## config.mk

```make
export PLATFORM = sky130hd
export DESIGN_NAME = alu_rmw_seq_flat
export DESIGN_NICKNAME = d
export VERILOG_FILES = /design/src/rtl/alu_rmw_seq_if.sv /design/src/rtl/alu_rmw_seq.sv /design/src/flat_wrapper.sv
export SDC_FILE = /design/constraint.sdc
export NUM_CORES = 1
export LEC_CHECK = 0
export BUFFER_PORTS_ARGS = -buffer_cell sky130_fd_sc_hd__buf_4
export CELL_PAD_IN_SITES_DETAIL_PLACEMENT = 1
export CELL_PAD_IN_SITES_GLOBAL_PLACEMENT = 2
export CORE_MARGIN = 3
export CORE_UTILIZATION = 32
export DETAILED_ROUTE_END_ITERATION = 12
export PLACE_DENSITY = 0.9
export SLEW_MARGIN = 10
export SYNTH_ARGS = -nofsm -noshare
export SYNTH_HDL_FRONTEND = slang
export SYNTH_SLANG_ARGS = --single-unit
```

## constraint.sdc

```tcl
create_clock -name CLK -period 8.6 [get_ports CLK]
set_input_delay 0.43 -clock CLK [delete_from_list [all_inputs] [get_ports CLK]]
set_output_delay 0.43 -clock CLK [all_outputs]
set_load 0.03 [all_outputs]
```

## src/rtl/alu_rmw_seq_if.sv

```systemverilog
// Byte-wide memory bus owned by the RMW sequencer for the duration of an instruction.
interface alu_rmw_seq_if;
    logic [23:0] MEM_ADDR;
    logic        MEM_RD;
    logic        MEM_WR;
    logic [7:0]  MEM_WDATA;
    logic [7:0]  MEM_RDATA;
    logic        MEM_RDY;

    modport master (
        output MEM_ADDR,
        output MEM_RD,
        output MEM_WR,
        output MEM_WDATA,
        input  MEM_RDATA,
        input  MEM_RDY
    );

    modport slave (
        input  MEM_ADDR,
        input  MEM_RD,
        input  MEM_WR,
        input  MEM_WDATA,
        output MEM_RDATA,
        output MEM_RDY
    );
endinterface

```

## src/rtl/alu_rmw_seq.sv

```systemverilog
// 65C816 read-modify-write sequencer: reads the operand, drives the shared ALU,
// writes the result back high byte first and reports masked N/Z/C updates.
module alu_rmw_seq (
    input  logic                 CLK,
    input  logic                 RST,
    input  logic                 CE,
    input  logic                 START,
    input  logic [2:0]           OP,
    input  logic                 W16,
    input  logic                 E,
    input  logic [23:0]          ADDR,
    input  logic [15:0]          ACC,
    input  logic                 CI,
    alu_rmw_seq_if.master        mem,
    output logic [15:0]          ALU_L,
    output logic [15:0]          ALU_R,
    output logic [2:0]           ALU_FSTOP,
    output logic [2:0]           ALU_SECOP,
    output logic                 ALU_FC,
    output logic                 ALU_W16,
    output logic                 ALU_CI,
    input  logic [15:0]          ALU_RES,
    input  logic                 ALU_CO,
    input  logic                 ALU_ZO,
    input  logic                 ALU_SO,
    output logic                 BUSY,
    output logic                 DONE,
    output logic                 FLAG_WE,
    output logic [2:0]           FLAG_MASK,
    output logic [2:0]           FLAG_NZC
);

    typedef enum logic [2:0] {
        S_IDLE,
        S_RD_LO,
        S_RD_HI,
        S_MODIFY,
        S_WR_HI,
        S_WR_LO
    } state_t;

    state_t      state_q, state_d;
    logic [2:0]  op_q, op_d;
    logic        w16_q, w16_d;
    logic        e_q, e_d;
    logic [23:0] addr_q, addr_d;
    logic [23:0] addr_hi_d;
    logic [15:0] acc_q, acc_d;
    logic        ci_q, ci_d;
    logic [15:0] r_q, r_d;
    logic [15:0] res_q, res_d;
    logic        busy_q, busy_d;
    logic        done_q, done_d;
    logic        flag_we_q, flag_we_d;
    logic [2:0]  flag_mask_q, flag_mask_d;
    logic [2:0]  flag_nzc_q, flag_nzc_d;
    logic [23:0] mem_addr_q, mem_addr_d;
    logic        mem_rd_q, mem_rd_d;
    logic        mem_wr_q, mem_wr_d;
    logic [7:0]  mem_wdata_q, mem_wdata_d;

    always_comb begin
        state_d     = state_q;
        op_d        = op_q;
        w16_d       = w16_q;
        e_d         = e_q;
        addr_d      = addr_q;
        acc_d       = acc_q;
        ci_d        = ci_q;
        r_d         = r_q;
        res_d       = res_q;
        flag_mask_d = flag_mask_q;
        flag_nzc_d  = flag_nzc_q;
        done_d      = 1'b0;

        case (state_q)
            S_IDLE: begin
                if (START) begin
                    op_d    = OP;
                    w16_d   = W16 & ~E;
                    e_d     = E;
                    addr_d  = ADDR;
                    acc_d   = ACC;
                    ci_d    = CI;
                    r_d     = 16'h0000;
                    state_d = S_RD_LO;
                end
            end
            S_RD_LO: begin
                if (mem.MEM_RDY) begin
                    r_d[7:0] = mem.MEM_RDATA;
                    state_d  = w16_q ? S_RD_HI : S_MODIFY;
                end
            end
            S_RD_HI: begin
                if (mem.MEM_RDY) begin
                    r_d[15:8] = mem.MEM_RDATA;
                    state_d   = S_MODIFY;
                end
            end
            S_MODIFY: begin
                // Native mode has no bus cycle here, so only the dummy write waits.
                if (!e_q || mem.MEM_RDY) begin
                    res_d      = ALU_RES;
                    flag_nzc_d = {ALU_SO, ALU_ZO, ALU_CO};
                    case (op_q[2:1])
                        2'b10:   flag_mask_d = 3'b110;
                        2'b11:   flag_mask_d = 3'b010;
                        default: flag_mask_d = 3'b111;
                    endcase
                    state_d = w16_q ? S_WR_HI : S_WR_LO;
                end
            end
            S_WR_HI: begin
                if (mem.MEM_RDY) begin
                    state_d = S_WR_LO;
                end
            end
            S_WR_LO: begin
                if (mem.MEM_RDY) begin
                    state_d = S_IDLE;
                    done_d  = 1'b1;
                end
            end
            default: state_d = S_IDLE;
        endcase

        busy_d    = (state_d != S_IDLE);
        flag_we_d = done_d;
        addr_hi_d = addr_d + 24'd1;

        // Bus outputs are registered copies of what the next state presents.
        mem_addr_d  = 24'h000000;
        mem_rd_d    = 1'b0;
        mem_wr_d    = 1'b0;
        mem_wdata_d = 8'h00;
        case (state_d)
            S_RD_LO: begin
                mem_addr_d = addr_d;
                mem_rd_d   = 1'b1;
            end
            S_RD_HI: begin
                mem_addr_d = addr_hi_d;
                mem_rd_d   = 1'b1;
            end
            S_MODIFY: begin
                mem_addr_d  = addr_d;
                mem_wr_d    = e_d;
                mem_wdata_d = r_d[7:0];
            end
            S_WR_HI: begin
                mem_addr_d  = addr_hi_d;
                mem_wr_d    = 1'b1;
                mem_wdata_d = res_d[15:8];
            end
            S_WR_LO: begin
                mem_addr_d  = addr_d;
                mem_wr_d    = 1'b1;
                mem_wdata_d = res_d[7:0];
            end
            default: ;
        endcase
    end

    always_ff @(posedge CLK) begin
        if (RST) begin
            state_q     <= S_IDLE;
            op_q        <= 3'd0;
            w16_q       <= 1'b0;
            e_q         <= 1'b0;
            addr_q      <= 24'h000000;
            acc_q       <= 16'h0000;
            ci_q        <= 1'b0;
            r_q         <= 16'h0000;
            res_q       <= 16'h0000;
            busy_q      <= 1'b0;
            done_q      <= 1'b0;
            flag_we_q   <= 1'b0;
            flag_mask_q <= 3'b000;
            flag_nzc_q  <= 3'b000;
            mem_addr_q  <= 24'h000000;
            mem_rd_q    <= 1'b0;
            mem_wr_q    <= 1'b0;
            mem_wdata_q <= 8'h00;
        end else if (CE) begin
            state_q     <= state_d;
            op_q        <= op_d;
            w16_q       <= w16_d;
            e_q         <= e_d;
            addr_q      <= addr_d;
            acc_q       <= acc_d;
            ci_q        <= ci_d;
            r_q         <= r_d;
            res_q       <= res_d;
            busy_q      <= busy_d;
            done_q      <= done_d;
            flag_we_q   <= flag_we_d;
            flag_mask_q <= flag_mask_d;
            flag_nzc_q  <= flag_nzc_d;
            mem_addr_q  <= mem_addr_d;
            mem_rd_q    <= mem_rd_d;
            mem_wr_q    <= mem_wr_d;
            mem_wdata_q <= mem_wdata_d;
        end
    end

    // ALU control is decoded from the latched opcode and parked at zero when idle.
    always_comb begin
        ALU_FSTOP = 3'b000;
        ALU_SECOP = 3'b000;
        ALU_FC    = 1'b0;
        if (busy_q) begin
            ALU_SECOP = 3'b100;
            case (op_q)
                3'd4:    ALU_FSTOP = 3'b110;
                3'd5:    ALU_FSTOP = 3'b111;
                3'd6: begin
                    ALU_FSTOP = 3'b100;
                    ALU_SECOP = 3'b101;
                end
                3'd7: begin
                    ALU_FSTOP = 3'b100;
                    ALU_SECOP = 3'b101;
                    ALU_FC    = 1'b1;
                end
                default: ALU_FSTOP = op_q;
            endcase
        end
    end

    assign ALU_W16       = busy_q & w16_q;
    assign ALU_L         = acc_q;
    assign ALU_R         = r_q;
    assign ALU_CI        = ci_q;

    assign BUSY          = busy_q;
    assign DONE          = done_q;
    assign FLAG_WE       = flag_we_q;
    assign FLAG_MASK     = flag_mask_q;
    assign FLAG_NZC      = flag_nzc_q;

    assign mem.MEM_ADDR  = mem_addr_q;
    assign mem.MEM_RD    = mem_rd_q;
    assign mem.MEM_WR    = mem_wr_q;
    assign mem.MEM_WDATA = mem_wdata_q;

endmodule

```

## src/flat_wrapper.sv

```systemverilog
// flat-port wrapper written by rule: the top's interface ports become plain ports
module alu_rmw_seq_flat 
  (CLK, RST, CE, START, OP, W16, E, ADDR, ACC, CI, ALU_L, ALU_R, ALU_FSTOP, ALU_SECOP, ALU_FC, ALU_W16, ALU_CI, ALU_RES, ALU_CO, ALU_ZO, ALU_SO, BUSY, DONE, FLAG_WE, FLAG_MASK, FLAG_NZC, mem_MEM_ADDR, mem_MEM_RD, mem_MEM_WR, mem_MEM_WDATA, mem_MEM_RDATA, mem_MEM_RDY);
  alu_rmw_seq_if mem_i ();
  input  logic CLK;
  input  logic RST;
  input  logic CE;
  input  logic START;
  input  logic [2:0] OP;
  input  logic W16;
  input  logic E;
  input  logic [23:0] ADDR;
  input  logic [15:0] ACC;
  input  logic CI;
  output logic [15:0] ALU_L;
  output logic [15:0] ALU_R;
  output logic [2:0] ALU_FSTOP;
  output logic [2:0] ALU_SECOP;
  output logic ALU_FC;
  output logic ALU_W16;
  output logic ALU_CI;
  input  logic [15:0] ALU_RES;
  input  logic ALU_CO;
  input  logic ALU_ZO;
  input  logic ALU_SO;
  output logic BUSY;
  output logic DONE;
  output logic FLAG_WE;
  output logic [2:0] FLAG_MASK;
  output logic [2:0] FLAG_NZC;
  output wire logic [$bits(mem_i.MEM_ADDR)-1:0] mem_MEM_ADDR;
  output wire logic [$bits(mem_i.MEM_RD)-1:0] mem_MEM_RD;
  output wire logic [$bits(mem_i.MEM_WR)-1:0] mem_MEM_WR;
  output wire logic [$bits(mem_i.MEM_WDATA)-1:0] mem_MEM_WDATA;
  input wire logic [$bits(mem_i.MEM_RDATA)-1:0] mem_MEM_RDATA;
  input wire logic [$bits(mem_i.MEM_RDY)-1:0] mem_MEM_RDY;
  assign mem_MEM_ADDR = mem_i.MEM_ADDR;
  assign mem_MEM_RD = mem_i.MEM_RD;
  assign mem_MEM_WR = mem_i.MEM_WR;
  assign mem_MEM_WDATA = mem_i.MEM_WDATA;
  assign mem_i.MEM_RDATA = mem_MEM_RDATA;
  assign mem_i.MEM_RDY = mem_MEM_RDY;
  alu_rmw_seq u_core (.CLK(CLK), .RST(RST), .CE(CE), .START(START), .OP(OP), .W16(W16), .E(E), .ADDR(ADDR), .ACC(ACC), .CI(CI), .mem(mem_i), .ALU_L(ALU_L), .ALU_R(ALU_R), .ALU_FSTOP(ALU_FSTOP), .ALU_SECOP(ALU_SECOP), .ALU_FC(ALU_FC), .ALU_W16(ALU_W16), .ALU_CI(ALU_CI), .ALU_RES(ALU_RES), .ALU_CO(ALU_CO), .ALU_ZO(ALU_ZO), .ALU_SO(ALU_SO), .BUSY(BUSY), .DONE(DONE), .FLAG_WE(FLAG_WE), .FLAG_MASK(FLAG_MASK), .FLAG_NZC(FLAG_NZC));
endmodule
```

==> impl_metrics.yaml <==
clock_network:
  clk_latency_ps: 430
  cts.sinks: 123
  clockBufferDepth: 2
  htree_levels: 4
  clkTransAtPathRegs_ps: 60
  ctsResizeCount: 0
  cts_made_buffers: 17
  root_buffer: "clkbuf_16"
  post_cts.repair.setup_buffers: 0
  postCtsHoldBufs: 0
  cts_tree: "done"
route:
  drcViolationCount: 0
  drt_pass1_iterations: 5
  wl_um: 21800
  wl_per_cell_um: 18.5
  initialDrtViolationCount: 378
  viasPerCell: 5.38
  via_count: 6321
  drtAntennaViolNets: 0
placed_design:
  port_buffers: 160
  hpwl_um: 15000
  gp_congestion: 0.845
critical_path:
  crit_arrival_ps: 4170
  startpoint_type: "flop"
  crit_chain: "or4b_1 -> nand2_1 -> nand2_1 -> ha_1 -> and4_1 -> nand4_1 -> a21oi_1 -> nor2b_1 -> nor3_1 -> o31a_1"
  slowest_delay_ps: 870
  cp-end-kind: "flop"
  required_ps: 8910
  crit_path_start: "u_core.state_q[0]"
  cp_max_fo: 24
  cp_slowest_cell: "or4b_1"
  reg2reg_from: "u_core.state_q[0]"
  reg2regPathDepth: 10
  crit_top_cell: "nand2_1"
  worstSetupPathType: "flop to flop"
  crit_buf_inv: 0
  critPathTopFamily: "simple AND/OR/NAND/NOR gates"
  crit_cells: 10
die:
  dieArea_sq_um: 20800
  dieHeight_um: 144
  io_pins: 162
  core-area_sq_um: 18400
  start_util: 0.333
  die_x_um: 144
  rows: 49
final_layout:
  area_growth_pct: 31.2
  antennaDiodeCount: 0
  n_fill_cell: 2264
  drive_above_1_share: 0.224
  fin_nets: 1011
grt:
  grt_pass1_wl_um: 34100
  track_usage: 0.208
  antenna_found_initial: 0
  grt_pass1_vias: 6309
  grt_max_degree: 70
  grt_overflow: 0
sta:
  timing.hold.ws_ps: 249
  fmax_mhz: 259
  skew_ps: 11.9
  slew_viol_final: 0
  finalHoldViolCount: 0
  grt_setup_unrepaired: "no"
  finalSetupViolations: 0
  worstMarginPinSlew_ps: 1000
  period_share: 0.448
  slew_headroom: 0.327
  setup_tns_ps: 0
  layout_min_cycle_time_ps: 3860
synth:
  synth_seq_cells: 123
  syn_area_sq_um: 6120
  synth_edf_count: 0
  synth_cell_type_count: 54
  ys.flop_type: "dfxtp_1"
  synthCells: 801
  syn_nets: 880
  synth.most_common_cell: "nand2_1"
  synth_area_leaders: "dfxtp_1 40%, nand2_1 11%, a21oi_1 6.5%"
  synth_top_area_frac: 0.402
  synth_warnings: 0
  yosys.area.top_type: "dfxtp_1"
  yosysSeqAreaShare: 0.402
  async_reset_ff_frac: 0
  postSynthAreaPerCell_sq_um: 7.64
  synthTopCellsByCount: "183 x nand2_1, 123 x dfxtp_1, 84 x nor2_1"
pwr:
  p_leak_nw: 3.18
  ir_drop_uv: 165
  p_per_area_nw_per_um2: 202
hold_path:
  hold_path.class: "primary input to flop"
  hold_depth: 3
  hold_path.startpoint: "ALU_ZO"
flow_run:
  cap_viol_max_count: 0
outcome:
  status: "completed"
==> worst register-to-register path, delay by kind of cell (launching register included) <==
kind            cells  cell delay [ps]
flops               1              680
simple gates        7             1850
compound gates      2              960
fa+ha+maj           1              240
==> kinds of logic (layout without fill, tap and decap cells) <==
group,Yosys count,after routing,synth area share
buf+inv,60,204,0.0445
fa+ha+maj,1,1,0.00204
xor+xnor,13,13,0.0186
compound gates,201,201,0.200
mux,41,41,0.0682
other cells,1,1,0.000612
flops,123,123,0.402
simple gates,361,361,0.264
==> path summary, 6_finish.rpt <==
path	to	slack, ps
setup reg to reg	u_core.mem.MEM_ADDR[12]	4740
setup / recovery	u_core.mem.MEM_ADDR[12]	4740
hold / removal	u_core.FLAG_NZC[1]	250
hold reg to reg	u_core.ALU_L[3]	460
==> through the flow <==
step                instance area (sq um)  power (W)  instances  worst slack [ps]   util
floorplan                            6120   0.000786        801              5530      -
global route                         8030    0.00169       1174              4480  0.437
CTS                                  8030    0.00164       1174              4810  0.437
finish                               8030    0.00162       1174              4740  0.437
global placement                     7440   0.000894       1142              5050  0.404
detailed placement                   7440   0.000898       1142              4880  0.404
==> registers in the layout, indices dropped and copies added, names as in the netlist, 3 cells and up <==
signal / count
u_core.op_q: 3
u_core.ALU_R: 16
u_core.mem.MEM_WDATA: 8
u_core.FLAG_NZC: 3
u_core.addr_q: 24
u_core.FLAG_MASK: 3
u_core.state_q: 3
u_core.ALU_L: 16
u_core.mem.MEM_ADDR: 24
u_core.res_q: 16
==> cell usage in the layout (no fill, tap or decap), types with 2 or more instances in the layout <==
cell and count:
a211o_1 3, a211oi_1 16, a21boi_0 2, a21oi_1 80, a221oi_1 3, a22oi_1 17, a311oi_1 10, a31oi_1 4
and2_1 5, and3_1 7, and4_1 9, buf_4 171, bufinv_16 3, clkbuf_1 3, clkbuf_16 17, clkinv_2 3
clkinv_4 2, clkinvlp_4 3, dfxtp_1 123, mux2_2 6, mux2i_1 35, nand2_1 183, nand3_1 10, nand3b_1 3
nand4_1 23, nor2_1 84, nor2b_1 4, nor3_1 18, nor4_1 3, nor4b_1 2, o211ai_1 3, o21ai_0 42
o21ai_1 2, o22ai_1 8, or3_1 5, xnor2_1 8, xor2_1 5
==> layout make-up <==
| cell class | count | area (sq um) | share of cell area |
|---|---|---|---|
| Inverter | 1 | 3.75 | 0.000467 |
| Clock inverter | 11 | 145 | 0.0181 |
| Timing Repair Buffer | 171 | 1280 | 0.160 |
| Clock buffer | 21 | 450 | 0.0561 |
| Multi-Input combinational cell | 618 | 3400 | 0.423 |
| Sequential cell | 123 | 2460 | 0.306 |
| Tap cell | 229 | 287 | 0.0357 |
==> routing by layer <==
layer | GRT usage | part of all wire | vias to the layer above
li1 | - | - | 3087
met1 | 0.276 | 0.46 | 3053
met2 | 0.328 | 0.47 | 159
met4 | 0.0673 | 0.013 | 0
met3 | 0.0592 | 0.062 | 22
met5 | 0 | 0 | -
==> report_power, final <==
part           leakage (nW)  internal, W  switching [W]
Sequential             1.00     0.000595      0.0000224
Clock                 0.283     0.000462       0.000275
Combinational          1.89    0.0000963       0.000172
Total                  3.18      0.00115       0.000469
Power figures use the tool's default switching activity.
